**src/rtl/lut_ctrl_pkg.sv**
```systemverilog
// Shared types and elaboration helpers for the LUT sweep controller.
package lut_ctrl_pkg;

  typedef enum logic [2:0] {
    IDLE   = 3'd0,
    SWEEP  = 3'd1,
    DRAIN  = 3'd2,
    SINGLE = 3'd3,
    DONE   = 3'd4
  } state_t;

  function automatic int lut_depth(input int width);
    return 32'sd1 << width;
  endfunction

  function automatic int lut_clog2(input int value);
    int r;
    r = 0;
    for (int i = 0; i < 32; i++) begin
      if ((32'sd1 << r) < value) begin
        r = r + 1;
      end
    end
    return r;
  endfunction

endpackage

```
**src/rtl/lut_hit_tracker.sv**
```systemverilog
// Shadow accumulator for one sweep (bitmap, count, first/last hit) and the
// published result copy that only changes on commit.
module lut_hit_tracker
  import lut_ctrl_pkg::*;
#(
  parameter int WIDTH = 4,
  localparam int DEPTH = lut_depth(WIDTH)
) (
  input  logic               clk_i,
  input  logic               rst_ni,
  input  logic               valid,
  input  logic [WIDTH-1:0]   x,
  input  logic               y,
  input  logic               clear,
  input  logic               commit,
  output logic [DEPTH-1:0]   hit_map,
  output logic [WIDTH:0]     hit_cnt,
  output logic [WIDTH-1:0]   first_hit,
  output logic [WIDTH-1:0]   last_hit
);

  logic [DEPTH-1:0] map_r, map_s;
  logic [WIDTH:0]   cnt_r, cnt_s;
  logic [WIDTH-1:0] first_r, first_s;
  logic [WIDTH-1:0] last_r, last_s;
  logic             found_r, found_s;

  // Next shadow values; commit publishes these so the final pipe entry lands in the same edge
  always_comb begin
    map_s   = map_r;
    cnt_s   = cnt_r;
    first_s = first_r;
    last_s  = last_r;
    found_s = found_r;
    if (clear) begin
      map_s   = {DEPTH{1'b0}};
      cnt_s   = {(WIDTH+1){1'b0}};
      first_s = {WIDTH{1'b0}};
      last_s  = {WIDTH{1'b0}};
      found_s = 1'b0;
    end else if (valid && y) begin
      map_s[x] = 1'b1;
      cnt_s    = cnt_r + {{WIDTH{1'b0}}, 1'b1};
      last_s   = x;
      found_s  = 1'b1;
      if (!found_r) begin
        first_s = x;
      end else begin
        first_s = first_r;
      end
    end else begin
      map_s = map_r;
    end
  end

  // Shadow and published result registers
  always_ff @(posedge clk_i or negedge rst_ni) begin
    if (!rst_ni) begin
      map_r     <= {DEPTH{1'b0}};
      cnt_r     <= {(WIDTH+1){1'b0}};
      first_r   <= {WIDTH{1'b0}};
      last_r    <= {WIDTH{1'b0}};
      found_r   <= 1'b0;
      hit_map   <= {DEPTH{1'b0}};
      hit_cnt   <= {(WIDTH+1){1'b0}};
      first_hit <= {WIDTH{1'b0}};
      last_hit  <= {WIDTH{1'b0}};
    end else begin
      map_r   <= map_s;
      cnt_r   <= cnt_s;
      first_r <= first_s;
      last_r  <= last_s;
      found_r <= found_s;
      if (commit) begin
        hit_map   <= map_s;
        hit_cnt   <= cnt_s;
        first_hit <= first_s;
        last_hit  <= last_s;
      end
    end
  end

endmodule

```
**src/rtl/lut_sweep_ctrl.sv**
```systemverilog
// Sequencer for an external WIDTH-input LUT: full-range sweep with hit
// statistics, or a single req/ack lookup.
module lut_sweep_ctrl
  import lut_ctrl_pkg::*;
#(
  parameter int WIDTH = 4,
  localparam int DEPTH = lut_depth(WIDTH)
) (
  input  logic               clk_i,
  input  logic               rst_ni,
  input  logic               start_i,
  input  logic               req_i,
  input  logic [WIDTH-1:0]   req_x_i,
  output logic               ack_o,
  output logic               hit_o,
  output logic [WIDTH-1:0]   lut_x_o,
  input  logic               lut_y_i,
  output logic               busy_o,
  output logic               done_o,
  output logic [DEPTH-1:0]   hit_map_o,
  output logic [WIDTH:0]     hit_cnt_o,
  output logic [WIDTH-1:0]   first_hit_o,
  output logic [WIDTH-1:0]   last_hit_o
);

  state_t           state_r, state_s;
  logic [WIDTH-1:0] cnt_r;
  logic             issued_r;
  logic             vld_r;
  logic [WIDTH-1:0] xpipe_r;
  logic             ypipe_r;
  logic             clear_s;
  logic             commit_s;

  // Next-state selection; a simultaneous start wins and leaves req pending
  always_comb begin
    state_s  = state_r;
    clear_s  = 1'b0;
    commit_s = 1'b0;
    case (state_r)
      IDLE: begin
        if (start_i) begin
          state_s = SWEEP;
          clear_s = 1'b1;
        end else if (req_i) begin
          state_s = SINGLE;
        end else begin
          state_s = IDLE;
        end
      end
      SWEEP: begin
        if (&cnt_r) begin
          state_s = DRAIN;
        end else begin
          state_s = SWEEP;
        end
      end
      DRAIN:   state_s = DONE;
      SINGLE:  state_s = IDLE;
      DONE: begin
        state_s  = IDLE;
        commit_s = 1'b1;
      end
      default: state_s = IDLE;
    endcase
  end

  // Controller state, code counter, y/x pipe and registered outputs
  always_ff @(posedge clk_i or negedge rst_ni) begin
    if (!rst_ni) begin
      state_r  <= IDLE;
      cnt_r    <= {WIDTH{1'b0}};
      issued_r <= 1'b0;
      vld_r    <= 1'b0;
      xpipe_r  <= {WIDTH{1'b0}};
      ypipe_r  <= 1'b0;
      ack_o    <= 1'b0;
      hit_o    <= 1'b0;
      lut_x_o  <= {WIDTH{1'b0}};
      busy_o   <= 1'b0;
      done_o   <= 1'b0;
    end else begin
      state_r  <= state_s;
      busy_o   <= (state_s != IDLE);
      done_o   <= commit_s;
      ack_o    <= (state_r == SINGLE);
      // A pipe entry is valid one cycle after a sweep code was put on lut_x_o
      issued_r <= (state_r == SWEEP);
      vld_r    <= issued_r;
      xpipe_r  <= lut_x_o;
      ypipe_r  <= lut_y_i;
      case (state_r)
        IDLE: begin
          if (start_i) begin
            cnt_r <= {WIDTH{1'b0}};
          end else if (req_i) begin
            lut_x_o <= req_x_i;
          end
        end
        SWEEP: begin
          lut_x_o <= cnt_r;
          cnt_r   <= cnt_r + {{(WIDTH-1){1'b0}}, 1'b1};
        end
        SINGLE:  hit_o <= lut_y_i;
        default: ;
      endcase
    end
  end

  lut_hit_tracker #(.WIDTH(WIDTH)) u_tracker (
    .clk_i     (clk_i),
    .rst_ni    (rst_ni),
    .valid     (vld_r),
    .x         (xpipe_r),
    .y         (ypipe_r),
    .clear     (clear_s),
    .commit    (commit_s),
    .hit_map   (hit_map_o),
    .hit_cnt   (hit_cnt_o),
    .first_hit (first_hit_o),
    .last_hit  (last_hit_o)
  );

endmodule

```
**config.mk**
```make
export PLATFORM = sky130hd
export DESIGN_NAME = lut_sweep_ctrl
export DESIGN_NICKNAME = d
export VERILOG_FILES = /design/src/rtl/lut_ctrl_pkg.sv /design/src/rtl/lut_hit_tracker.sv /design/src/rtl/lut_sweep_ctrl.sv
export SDC_FILE = /design/constraint.sdc
export NUM_CORES = 1
export LEC_CHECK = 0
export CAP_MARGIN = 20
export CORE_MARGIN = 2
export CORE_UTILIZATION = 61
export CTS_BUF_LIST = sky130_fd_sc_hd__clkbuf_4 sky130_fd_sc_hd__clkbuf_8
export DETAILED_ROUTE_END_ITERATION = 10
export PLACE_DENSITY = 0.91
export SLEW_MARGIN = 20
export SYNTH_ARGS = -nofsm -noshare
export SYNTH_HDL_FRONTEND = slang
export SYNTH_HIERARCHICAL = 1
export SYNTH_SLANG_ARGS = --single-unit
```
**constraint.sdc**
```tcl
create_clock -name clk_i -period 4.65 [get_ports clk_i]
set_input_delay 0.6975 -clock clk_i [delete_from_list [all_inputs] [get_ports clk_i]]
set_output_delay 0.6975 -clock clk_i [all_outputs]
set_load 0.01 [all_outputs]
```
Yosys cells after proc, flatten, opt, wreduce, memory -nomap -nowiden
Cells that the tools add are included.

storage, ports and cells
  input port bits = 9
  register bits = 81
  word-level logic and storage cells = 66

cells by class
  multiplexer cells = 25
  add/sub/neg operators = 2
  $lt $le $gt $ge = 2
  reduce and logical (&&, ||, !) cells = 9
  bitwise gates (word level) = 1
  equal/unequal tests = 7

operators by type and width
  operator                                                                count
  16-bit two-way mux                                                      2
  4-bit two-way mux                                                       8
  16-bit bitwise OR                                                       1
  4-bit case mux with 2 select lines                                      2
  5-bit two-way mux                                                       2
  3-bit case mux with 3 select lines                                      1
  3-bit by 2-bit equality test with 1-bit output (second input constant)  2
  1-bit two-way mux                                                       6
  2-bit two-way mux                                                       3
  2-bit inequality test (second input constant)                           3
  5-bit by 1-bit adder with 5-bit output (second input constant)          1
  4-bit by 5-bit < comparator with 1-bit output (second input constant)   1
  4-bit by 1-bit adder with 4-bit output (second input constant)          1
  1-bit demux with 4-bit select                                           1
  4-bit by 1-bit >= comparator with 1-bit output (second input constant)  1
  4-bit AND reduction                                                     1
  2-bit nonzero test                                                      2
  3-bit by 1-bit equality test with 1-bit output (second input constant)  1
  3-bit equality test (second input constant)                             1
  3-bit logical NOT                                                       1
  3-bit AND reduction                                                     1
  3-bit nonzero test                                                      1
  1-bit logical AND                                                       2
  2-bit AND reduction                                                     1

Depth between registers and ports, before layout
Gate-level depths: netlist (run 1).

  depth in word-level cells = 7
  gate-level depth with buffers = 6

Cells and area by module
The synthesis (run 1) kept the hierarchy.

modules (own cells, without submodules)
  module           cells each  area each (µm²)  instances
  lut_hit_tracker  216         2457.4           1
  lut_sweep_ctrl   65          853.3            1

Worst setup path after synthesis (run 1)
Ideal clock, no wire load.

  path type = input to register
  start = input port start_i
  end = register u_tracker.last_hit[1]
  setup time = 0.125 ns
  cell stages on the path = 5
  setup slack = 2.666 ns
  arrival time = 1.859 ns
  cell sequence = inv_1 nor3_1 buf_4 a21oi_2 mux2_2

between the ends
  longest elaborated chain between the ends = 3

RTL lines
  element                  RTL line               RTL
  start, declared          lut_sweep_ctrl.sv:11   input logic start_i,
  1-bit two-way mux        lut_sweep_ctrl.sv:42   if (start_i) begin
  1-bit two-way mux        lut_sweep_ctrl.sv:40   case (state_r)
  net clear_s              lut_sweep_ctrl.sv:32   logic clear_s;
  4-bit two-way mux        lut_hit_tracker.sv:35  if (clear) begin
  net u_tracker.last_s[1]  lut_hit_tracker.sv:25  logic [WIDTH-1:0] last_r, last_s;
  end signal, assigned     lut_hit_tracker.sv:67  last_hit <= {WIDTH{1'b0}};
  end signal, assigned     lut_hit_tracker.sv:78  last_hit <= last_s;
  end, declared            lut_hit_tracker.sv:19  output logic [WIDTH-1:0] last_hit

The timed path passes the listed nets, and every way through them passes these cells.
A chain may end at the register's enable or synchronous reset.

Worst setup path after layout (run 1)
  start = input port start_i
  end = register u_tracker.hit_map[2]

between the ends
  longest elaborated chain between the ends = 3

RTL lines
  element               RTL line               RTL
  1-bit two-way mux     lut_sweep_ctrl.sv:42
  1-bit two-way mux     lut_sweep_ctrl.sv:40
  net clear_s           lut_sweep_ctrl.sv:32
  16-bit two-way mux    lut_hit_tracker.sv:35
  end signal, assigned  lut_hit_tracker.sv:64  hit_map <= {DEPTH{1'b0}};
  end signal, assigned  lut_hit_tracker.sv:75  hit_map <= map_s;
  end, declared         lut_hit_tracker.sv:16  output logic [DEPTH-1:0] hit_map,

The timed path passes the listed nets, and every way through them passes these cells.

==> metrics, run 1 <==
Post-CTS Resized=0; Avg WL per Cell=between 15 and 20 um; minimum clock period=2.528 ns; Final Cycle Share=a little over half; post-DP HPWL=roughly 4300 um; Post-Route WL=6779 um; CTS Root Cell=clkbuf_8; Area after DPL=approximately 3800 um^2; Area Growth Syn to Fin=19.46%; commonest cells in the netlist=dfrtp_1, nor2_1, inv_1, o22ai_1, a21oi_1; first-pass GRT wire length=roughly 11,000 um; Final Hold Fails=0; HP Start=issued_r; row count=26; Post-synth ARST share=100.0%; crit path to=u_tracker/hit_map[2]; r2r endpoint=u_tracker/hit_map[2]; register clock-pin slew on the reported worst setup and hold paths=approximately 0.080 ns; DRC errors left=0; most common cell in the netlist=dfrtp_1; Critical Path Sink Type=register; EDFF count, synth=0; Critical Path Start=start_i; clock net sink count=81; sequential area share after synthesis=approximately 61%; final setup fails=0; die height=~78 um; total power=~2.4 mW; Cell Area, Synth=3311 um^2; core area=about 5200 um^2; Clock Latency Late Sink=approximately 0.35 ns; # diodes=0; # fillers=316; global route overflow=0; Vias=between 2,000 and 2,500; initial antenna violation count=0; Yosys top cell area share=between 60% and 70%; clk buf depth=2; status=complete, no violations; flop2flop setup slack=roughly 2.3 ns; critical path required time=between 4 and 5 ns; overall global routing resource usage=24.49%; Starting Density=around 64%; worst hold margin=~0.35 ns; num ports=46; fmax=395.5 MHz; R2R cell count=6; Hold Buf Count CTS=0; DRT antenna net count=0; largest net degree at the start of global routing=between 80 and 90; setup TNS=0 ns; Final Wtd Congestion=approximately 0.85; Avg Cell Area, Syn=roughly 12 um^2; Worst Path Max Fanout=33; cell taking the most area after synthesis=dfrtp_1; Pleak=1.767 nW; launch point of the worst reg-to-reg path=state_r[2]; die width=about 78 um; total of max-cap violations=0; pre-CTS setup slack=between 1.5 and 2 ns; CTS tree=done; nets=around 330; Worst Slack Setup Final=approximately 2.1 ns; Slew headroom=a little under two fifths; Tightest Pin Transition=between 0.9 and 1 ns; buffer count from post-CTS setup fixing=0; die area=a little over 6000 um^2; IO Port Bufs=45; CTS H-Tree Depth=3; cells after synthesis=about 280; critical path class=input pin to register; fin area=about 4000 um^2; ranking of synthesized cells by area=dfrtp_1, o22ai_1, nor2_1, inv_1, a21oi_1; RSZ-0062 raised after global routing=false; Layout Skew=0.009369 ns; Final Max Tran Viols=0; Synth Flop Type=dfrtp_1; share of cells above drive strength 1=roughly 16%; Vias per Instance=5.877; initial DRC count=around 310; HP Class=register to register; Cell variety after synth=47; critical path arrival=roughly 2.7 ns; post-synth net total=slightly below 300; Startpoint Class=input pin; CTS Buf Count=9; synthesized flop and latch total=81; pwr/cell area=611.0 nW/um^2; Max VDD drop=between 0.0004 and 0.0005 V; synth warn=6; DRT Pass-1 Iters=4; number of global-route vias before repair=2,320
## flip-flops by register name, summed over array words and instances, names as in the netlist, 5 cells and up
name               flops
u_tracker/cnt_r        5
u_tracker/hit_cnt      5
u_tracker/hit_map     16
u_tracker/map_r       16
## how the worst min path moves through the flow
stage                        to  cells after the start
after floorplan           vld_r                      0
after global placement    vld_r                      0
after detailed placement  vld_r                      0
after CTS                 vld_r                      0
after global routing      vld_r                      0
final                     vld_r                      0
## logic make-up after synthesis
group	after synthesis	share of synthesized area, %
flops	81	61.22
compound gates	76	16.33
simple gates	69	11.94
buf+inv	41	5.895
mux	11	3.590
fa+ha+maj	2	0.7557
xor+xnor	1	0.2646
## critical path, cell delays in order
cell             delay (ns)
clkdlybuf4s50_1        0.54
inv_1                  0.09
nor3_2                 0.16
buf_4                  0.38
inv_1                  0.13
nand2_1                0.53
o22ai_1                0.17
## metal layers
metal  vias up  part of all wire (%)  GRT usage, %
li1       1073                     -             -
met1      1141                    42         33.74
met2       108                    50         38.19
met3        17                   5.6         4.884
met4         0                   1.9         10.71
met5         -                     0             0
## layout make-up
type	instances	area, um^2	share of cell area [%]
well taps	70	87.58	2.214
multi-input cells	159	1099	27.78
repair buffers	48	470.5	11.89
flip-flops and latches	81	2027	51.25
clock buffers	12	152.6	3.860
clock inverters	4	28.78	0.7276
inverters	24	90.09	2.278
## power breakdown
group | switching, mW | internal [mW]
Sequential | 0.220 | 0.938
Clock | 0.244 | 0.221
Combinational | 0.393 | 0.400
## metrics by stage
step	util, %	cells
2_1_floorplan	-	281
3_3_place_gp	72.96	382
3_5_place_dp	72.96	382
4_1_cts	76.46	398
5_1_grt	76.46	398
6_report	76.46	398
## layout by cell type, fill, tap and decap left out, drive strengths merged, types with 5 or more instances in the layout
| cell type | count |
|---|---|
| nand3 | 12 |
| nor2 | 26 |
| nand2 | 5 |
| a21oi | 22 |
| o22ai | 21 |
| o21ai | 7 |
| dfrtp | 81 |
| a21bo | 6 |
| mux2 | 7 |
| inv | 24 |
| clkbuf | 12 |
| clkdlybuf4s50 | 44 |
Power figures use the tool's default switching activity.
==> run 2: changes to the inputs <==
--- a/config.mk
+++ b/config.mk
@@ -7,10 +7,10 @@
 export LEC_CHECK = 0
 export CAP_MARGIN = 20
 export CORE_MARGIN = 2
-export CORE_UTILIZATION = 61
+export CORE_UTILIZATION = 56
 export CTS_BUF_LIST = sky130_fd_sc_hd__clkbuf_4 sky130_fd_sc_hd__clkbuf_8
 export DETAILED_ROUTE_END_ITERATION = 10
-export PLACE_DENSITY = 0.91
+export PLACE_DENSITY = 0.84
 export SLEW_MARGIN = 20
 export SYNTH_ARGS = -nofsm -noshare
 export SYNTH_HDL_FRONTEND = slang
==> constraint.sdc (replaced) <==
create_clock -name clk_i -period 2.4 [get_ports clk_i]
set_input_delay 0.36 -clock clk_i [delete_from_list [all_inputs] [get_ports clk_i]]
set_output_delay 0.36 -clock clk_i [all_outputs]
set_load 0.01 [all_outputs]
==> run 2 against run 1 <==
Against the previous run:
- critical path depth shrank 2
- worst hold slack lost 0.34 ns
- sequential power grew 89%
- via count shrank 0.26%
- sequential share of layout area shrank 0.80 points
- global-route usage shrank 2.4 points
- wire length shrank 3.9%
- power grew 95%
==> metrics, run 2 (synthesis results as in run 1) <==
status=complete, no violations; Vias per Instance=approximately 5.7; clk buf depth=2; CTS tree=done; multi-input logic area=1099 um^2; HP Class=input pin to async pin; # diodes=0; critical path's largest stage delay=approximately 0.46 ns; Worst Path Max Fanout=20; CTS Buf Count=9; CP max-delay cell=dfrtp_1; DRC errors left=0; fin area=between 4000 and 5000 um^2; clock net sink count=81; r2r endpoint=u_tracker/hit_cnt[1]; total of max-cap violations=0; Avg WL per Cell=15.97 um; core area=5816 um^2; Post-Route WL=about 6500 um; pwr/cell area=about 1200 nW/um^2; pre-CTS setup slack=between 0.4 and 0.5 ns; Tightest Pin Transition=0.5793 ns; Final Max Tran Viols=0; GR peak layer=met2; setup TNS=0 ns; largest net degree at the start of global routing=47; number of global-route vias before repair=2,241; die area=roughly 6500 um^2; Final Wtd Congestion=just under 0.8; CTS H-Tree Depth=3; DRT antenna net count=0; met2 usage in global routing=about a third; Final Hold Fails=0; # fillers=432; Worst path top cell family by delay=simple AND/OR/NAND/NOR gates; RSZ-0062 raised after global routing=false; critical path class=register to register; post-DP HPWL=between 4000 and 5000 um; IO Port Bufs=45; Vias=2,333; most frequent cells in the layout=dfrtp_1, clkdlybuf4s50_1, nor2_1; Max VDD drop=0.0007807 V; initial antenna violation count=0; flop2flop setup slack=0.67 ns; critical path arrival=just under 2 ns; Placed Cells=around 390; met1 GRT Util=29.31%; die height=roughly 80 um; DRT Pass-1 Iters=4; global route overflow=0; overall global routing resource usage=about 22%; launch point of the worst reg-to-reg path=state_r[1]; register area=roughly 2000 um^2; nets=approximately 340; minimum clock period=roughly 1.7 ns; total power=~4.7 mW; Hold Buf Count CTS=0; commonest non-fill, non-tap cell in the layout=dfrtp_1; Clock Latency Late Sink=0.34 ns; die width=about 81 um; register clock-pin slew on the reported worst setup and hold paths=0.08 ns; buffer count from post-CTS setup fixing=0; row count=28; worst path cell trace=or2_1 -> nor3_2 -> buf_4 -> a21oi_2 -> mux2_2; fmax=between 500 and 600 MHz; Worst Slack Setup Final=roughly 0.67 ns; CTS Root Cell=clkbuf_8; biggest regs=u_tracker/hit_map (16), u_tracker/map_r (16); Cell Count, Final, Fillers Out=about 410; Finished Core Util=69.08%; Final Cycle Share=around 72%; met3 GRT Util=5.000%; Area after DPL=~3800 um^2; Pleak=between 1.5 and 2 nW; Layout Skew=~0.0066 ns; Buf/Inv on CP=1; Starting Density=a little under three fifths; share of cells above drive strength 1=between 15 and 20%; num ports=46; Slew headroom=61.38%; final setup fails=0; Critical Path Sink Type=register; R2R cell count=5; initial DRC count=224; worst hold margin=between 0.01 and 0.015 ns; Area Growth Syn to Fin=21.35%; first-pass GRT wire length=between 10,000 and 15,000 um; Startpoint Class=register; Post-CTS Resized=0; critical path required time=~2.6 ns
[run 2: worst max-delay path by stage]
stage / to / cells past startpoint / from / slack (ns)
5_1_grt: u_tracker/hit_cnt[3] / 5 / state_r[0] / 0.55
3_3_place_gp: u_tracker/last_hit[2] / 6 / start_i / 0.52
3_5_place_dp: u_tracker/hit_cnt[1] / 6 / start_i / 0.43
2_1_floorplan: u_tracker/last_hit[1] / 5 / state_r[2] / 0.49
4_1_cts: u_tracker/hit_cnt[1] / 5 / state_r[1] / 0.69
6_report: u_tracker/hit_cnt[1] / 5 / state_r[1] / 0.67
[run 2: area by class of cell]
cell class,count,area share (%)
Sequential cell,81,50.45
Tap cell,75,2.336
Timing Repair Buffer,53,12.64
Multi-Input combinational cell,159,27.34
Clock inverter,5,1.370
Clock buffer,11,3.613
Inverter,24,2.242
[run 2: report_power, final]
group / internal [mW] / total, mW / switching [mW] / leakage [nW]
clock network: 0.517 / 0.984 / 0.467 / 0.0987
logic: 0.788 / 1.54 / 0.748 / 0.723
registers: 1.82 / 2.19 / 0.373 / 0.977
[run 2: routing by layer]
| layer | wire length [um] | share of wire [%] |
|---|---|---|
| met4 | 123 | 1.9 |
| met1 | 2924 | 45 |
| met3 | 270 | 4.1 |
| met5 | 0 | 0 |
| met2 | 3195 | 49 |
==> run 3: changes to the inputs <==
--- a/config.mk
+++ b/config.mk
@@ -7,10 +7,10 @@
 export LEC_CHECK = 0
 export CAP_MARGIN = 20
 export CORE_MARGIN = 2
-export CORE_UTILIZATION = 56
+export CORE_UTILIZATION = 51
 export CTS_BUF_LIST = sky130_fd_sc_hd__clkbuf_4 sky130_fd_sc_hd__clkbuf_8
 export DETAILED_ROUTE_END_ITERATION = 10
-export PLACE_DENSITY = 0.84
+export PLACE_DENSITY = 0.81
 export SLEW_MARGIN = 20
 export SYNTH_ARGS = -nofsm -noshare
 export SYNTH_HDL_FRONTEND = slang
==> constraint.sdc (replaced) <==
create_clock -name clk_i -period 1.4 [get_ports clk_i]
set_input_delay 0.21 -clock clk_i [delete_from_list [all_inputs] [get_ports clk_i]]
set_output_delay 0.21 -clock clk_i [all_outputs]
set_load 0.01 [all_outputs]
==> run 3 against run 2 <==
Against the previous run:
- the run now ends with negative setup slack left
- non-clock buffer count rose by 27
- clock skew rose by 0.0059 ns
- clock power rose by 80%
- critical path depth did not move
- sequential power rose by 68%
- maximum frequency rose by 15%
- sequential share of layout area fell by 3.9 points
- combinational power rose by 93%
- final area rose by 8.3%
- wire length rose by 11%
- cell count rose by 7.1%
- worst hold slack improved by 0.32 ns
- critical path type unchanged
- largest cell class unchanged
==> metrics, run 3 (synthesis results as in run 1) <==
status=finished with violations; failing checks=negative setup slack; critical path class=register to register; met1 GRT Util=28.52%; global route overflow=0; Vias=between 2,000 and 2,500; number of global-route vias before repair=2,480; Final Cycle Share=107.5%; sequential share of power=between 40% and 50%; Starting Density=between 50 and 60%; Area after DPL=roughly 4000 um^2; fin area=~4400 um^2; register clock-pin slew on the reported worst setup and hold paths=roughly 0.09 ns; Clock Latency Late Sink=0.34 ns; critical path arrival=around 1.7 ns; fmax=between 600 and 700 MHz; worst path cell trace=or2_4 -> nor3_4 -> buf_12 -> a21oi_2 -> mux2_4; Pleak=2.057 nW; CTS Root Cell=clkbuf_8; HP Class=input pin to async pin; critical path's largest stage delay=around 0.42 ns; Worst Slack Setup Final=-0.1054 ns; num ports=46; combinational power share=35.2%; Final Wtd Congestion=0.7750; critical path required time=1.63 ns; Max VDD drop=~0.0011 V; first-pass GRT wire length=around 12,000 um; Tightest Pin Transition=between 0.4 and 0.5 ns; Worst Path Max Fanout=11; RSZ-0062 raised after global routing=true; DRT antenna net count=0; Startpoint Class=register; overall global routing resource usage=around a fifth; clock share of power=a little over a fifth; Final Hold Fails=0; Avg WL per Cell=approximately 17 um; die height=84.57 um; final setup fails=33; CTS H-Tree Depth=3; initial DRC count=between 100 and 150; met2 usage in global routing=34.72%; clock net sink count=81; most frequent cells in the layout=dfrtp_1, dlygate4sd2_1, buf_4; # diodes=0; pre-CTS setup slack=-0.1780 ns; initial antenna violation count=0; IO Port Bufs=between 40 and 50; commonest non-fill, non-tap cell in the layout=dfrtp_1; DRC errors left=0; die area=7152 um^2; Psw=roughly 2.9 mW; CP max-delay cell=dfrtp_1; pwr/cell area=just under 2000 nW/um^2; CTS Buf Count=9; Area Growth Syn to Fin=31.48%; minimum clock period=roughly 1.5 ns; share of cells above drive strength 1=between 20% and 30%; nets=~370; DRT Pass-1 Iters=4; met3 GRT Util=roughly 3.8%; Vias per Instance=around 5.7; GR peak layer=met2; Layout Skew=~0.013 ns; total power=~8.4 mW; die width=about 85 um; clk buf depth=2; Power Internal=5.510 mW; post-DP HPWL=4751 um; Final Max Tran Viols=0; core area=between 6000 and 7000 um^2; CTS tree=done; Sw Share=34.70%; total of max-cap violations=0; biggest regs=u_tracker/hit_map (16), u_tracker/map_r (16); Slew headroom=between 70% and 80%; largest net degree at the start of global routing=30; Post-Route WL=slightly above 7000 um; row count=29; Critical Path Sink Type=register
[run 3: changes by cell type in the layout (fill, tap and decap cells not counted), moves of 2 or more]
cell             delta
buf_12              +6
buf_4              +16
buf_6               +2
buf_8               +2
clkdlybuf4s50_1    -37
clkinvlp_4          -2
dlygate4sd2_1      +37
inv_6               +2
mux2_2              -6
mux2_4              +6
nor2_1              -3
nor2_4              +2
[run 3: worst max-delay path, delay by kind of cell, from the launching register on]
kind | cells | cell delay [ns]
buffers and inverters | 1 | 0.18
flip-flops | 1 | 0.42
AND/OR/NAND/NOR | 2 | 0.49
multiplexers | 1 | 0.26
AO/OA/AOI/OAI | 1 | 0.05
[run 3: power groups by stage]
stage | logic [mW] | registers [mW] | clock network (mW)
floorplan | 1.86 | 3.64 | 0
global placement | 2.83 | 3.68 | 0
detailed placement | 2.95 | 3.73 | 0
CTS | 2.90 | 3.68 | 1.82
global route | 3.27 | 3.78 | 1.91
finish | 2.97 | 3.69 | 1.77
[run 3: cell type report]
cell class,instances,area (um^2)
clock buffers,10,137.6
clock inverters,6,72.57
fillers,463,1961
inverters,24,90.09
multi-input cells,159,1165
flip-flops and latches,81,2027
well taps,77,96.34
repair buffers,80,764.5
[run 3: final timing paths]
kind                                  from                     to  slack [ns]  cells after the start
worst max register to register  state_r[1]  u_tracker/last_hit[1]       -0.11                      5
max in group asynchronous           rst_ni   u_tracker/hit_cnt[1]        0.58                      3
worst max-delay path            state_r[1]  u_tracker/last_hit[1]       -0.11                      5
worst min-delay path                rst_ni   u_tracker/hit_map[0]        0.33                      2
min in group clk_i                 lut_y_i                ypipe_r        0.34                      1
worst min register to register    issued_r                  vld_r        0.38                      0
[run 3: timing repair]
| item | in CTS | in global routing |
|---|---|---|
| setup buffers | 3 | 5 |
| pin swaps | 7 | 2 |
| hold buffers | 1 | 0 |
| resized for setup | 46 | 12 |
| setup endpoints to repair | 92 | 56 |
| endpoints found under the hold margin | 26 | 0 |
[run 3: metal layers]
layer,wire length [um],up-vias
met2,3796,76
met4,63,0
met5,0,-
met3,353,7
met1,3018,1243
li1,-,1147
[run 3: per-stage QoR]
step                TNS (ns)  instances  hold slack, ns  util, %
floorplan             -6.553        281        -0.08559        -
global placement      -4.302        412          0.1595    63.77
detailed placement    -7.092        412          0.1678    63.77
CTS                   -2.774        432          0.3272    67.36
global route          -3.892        437          0.3383    68.95
finish                -2.436        437          0.3314    68.95
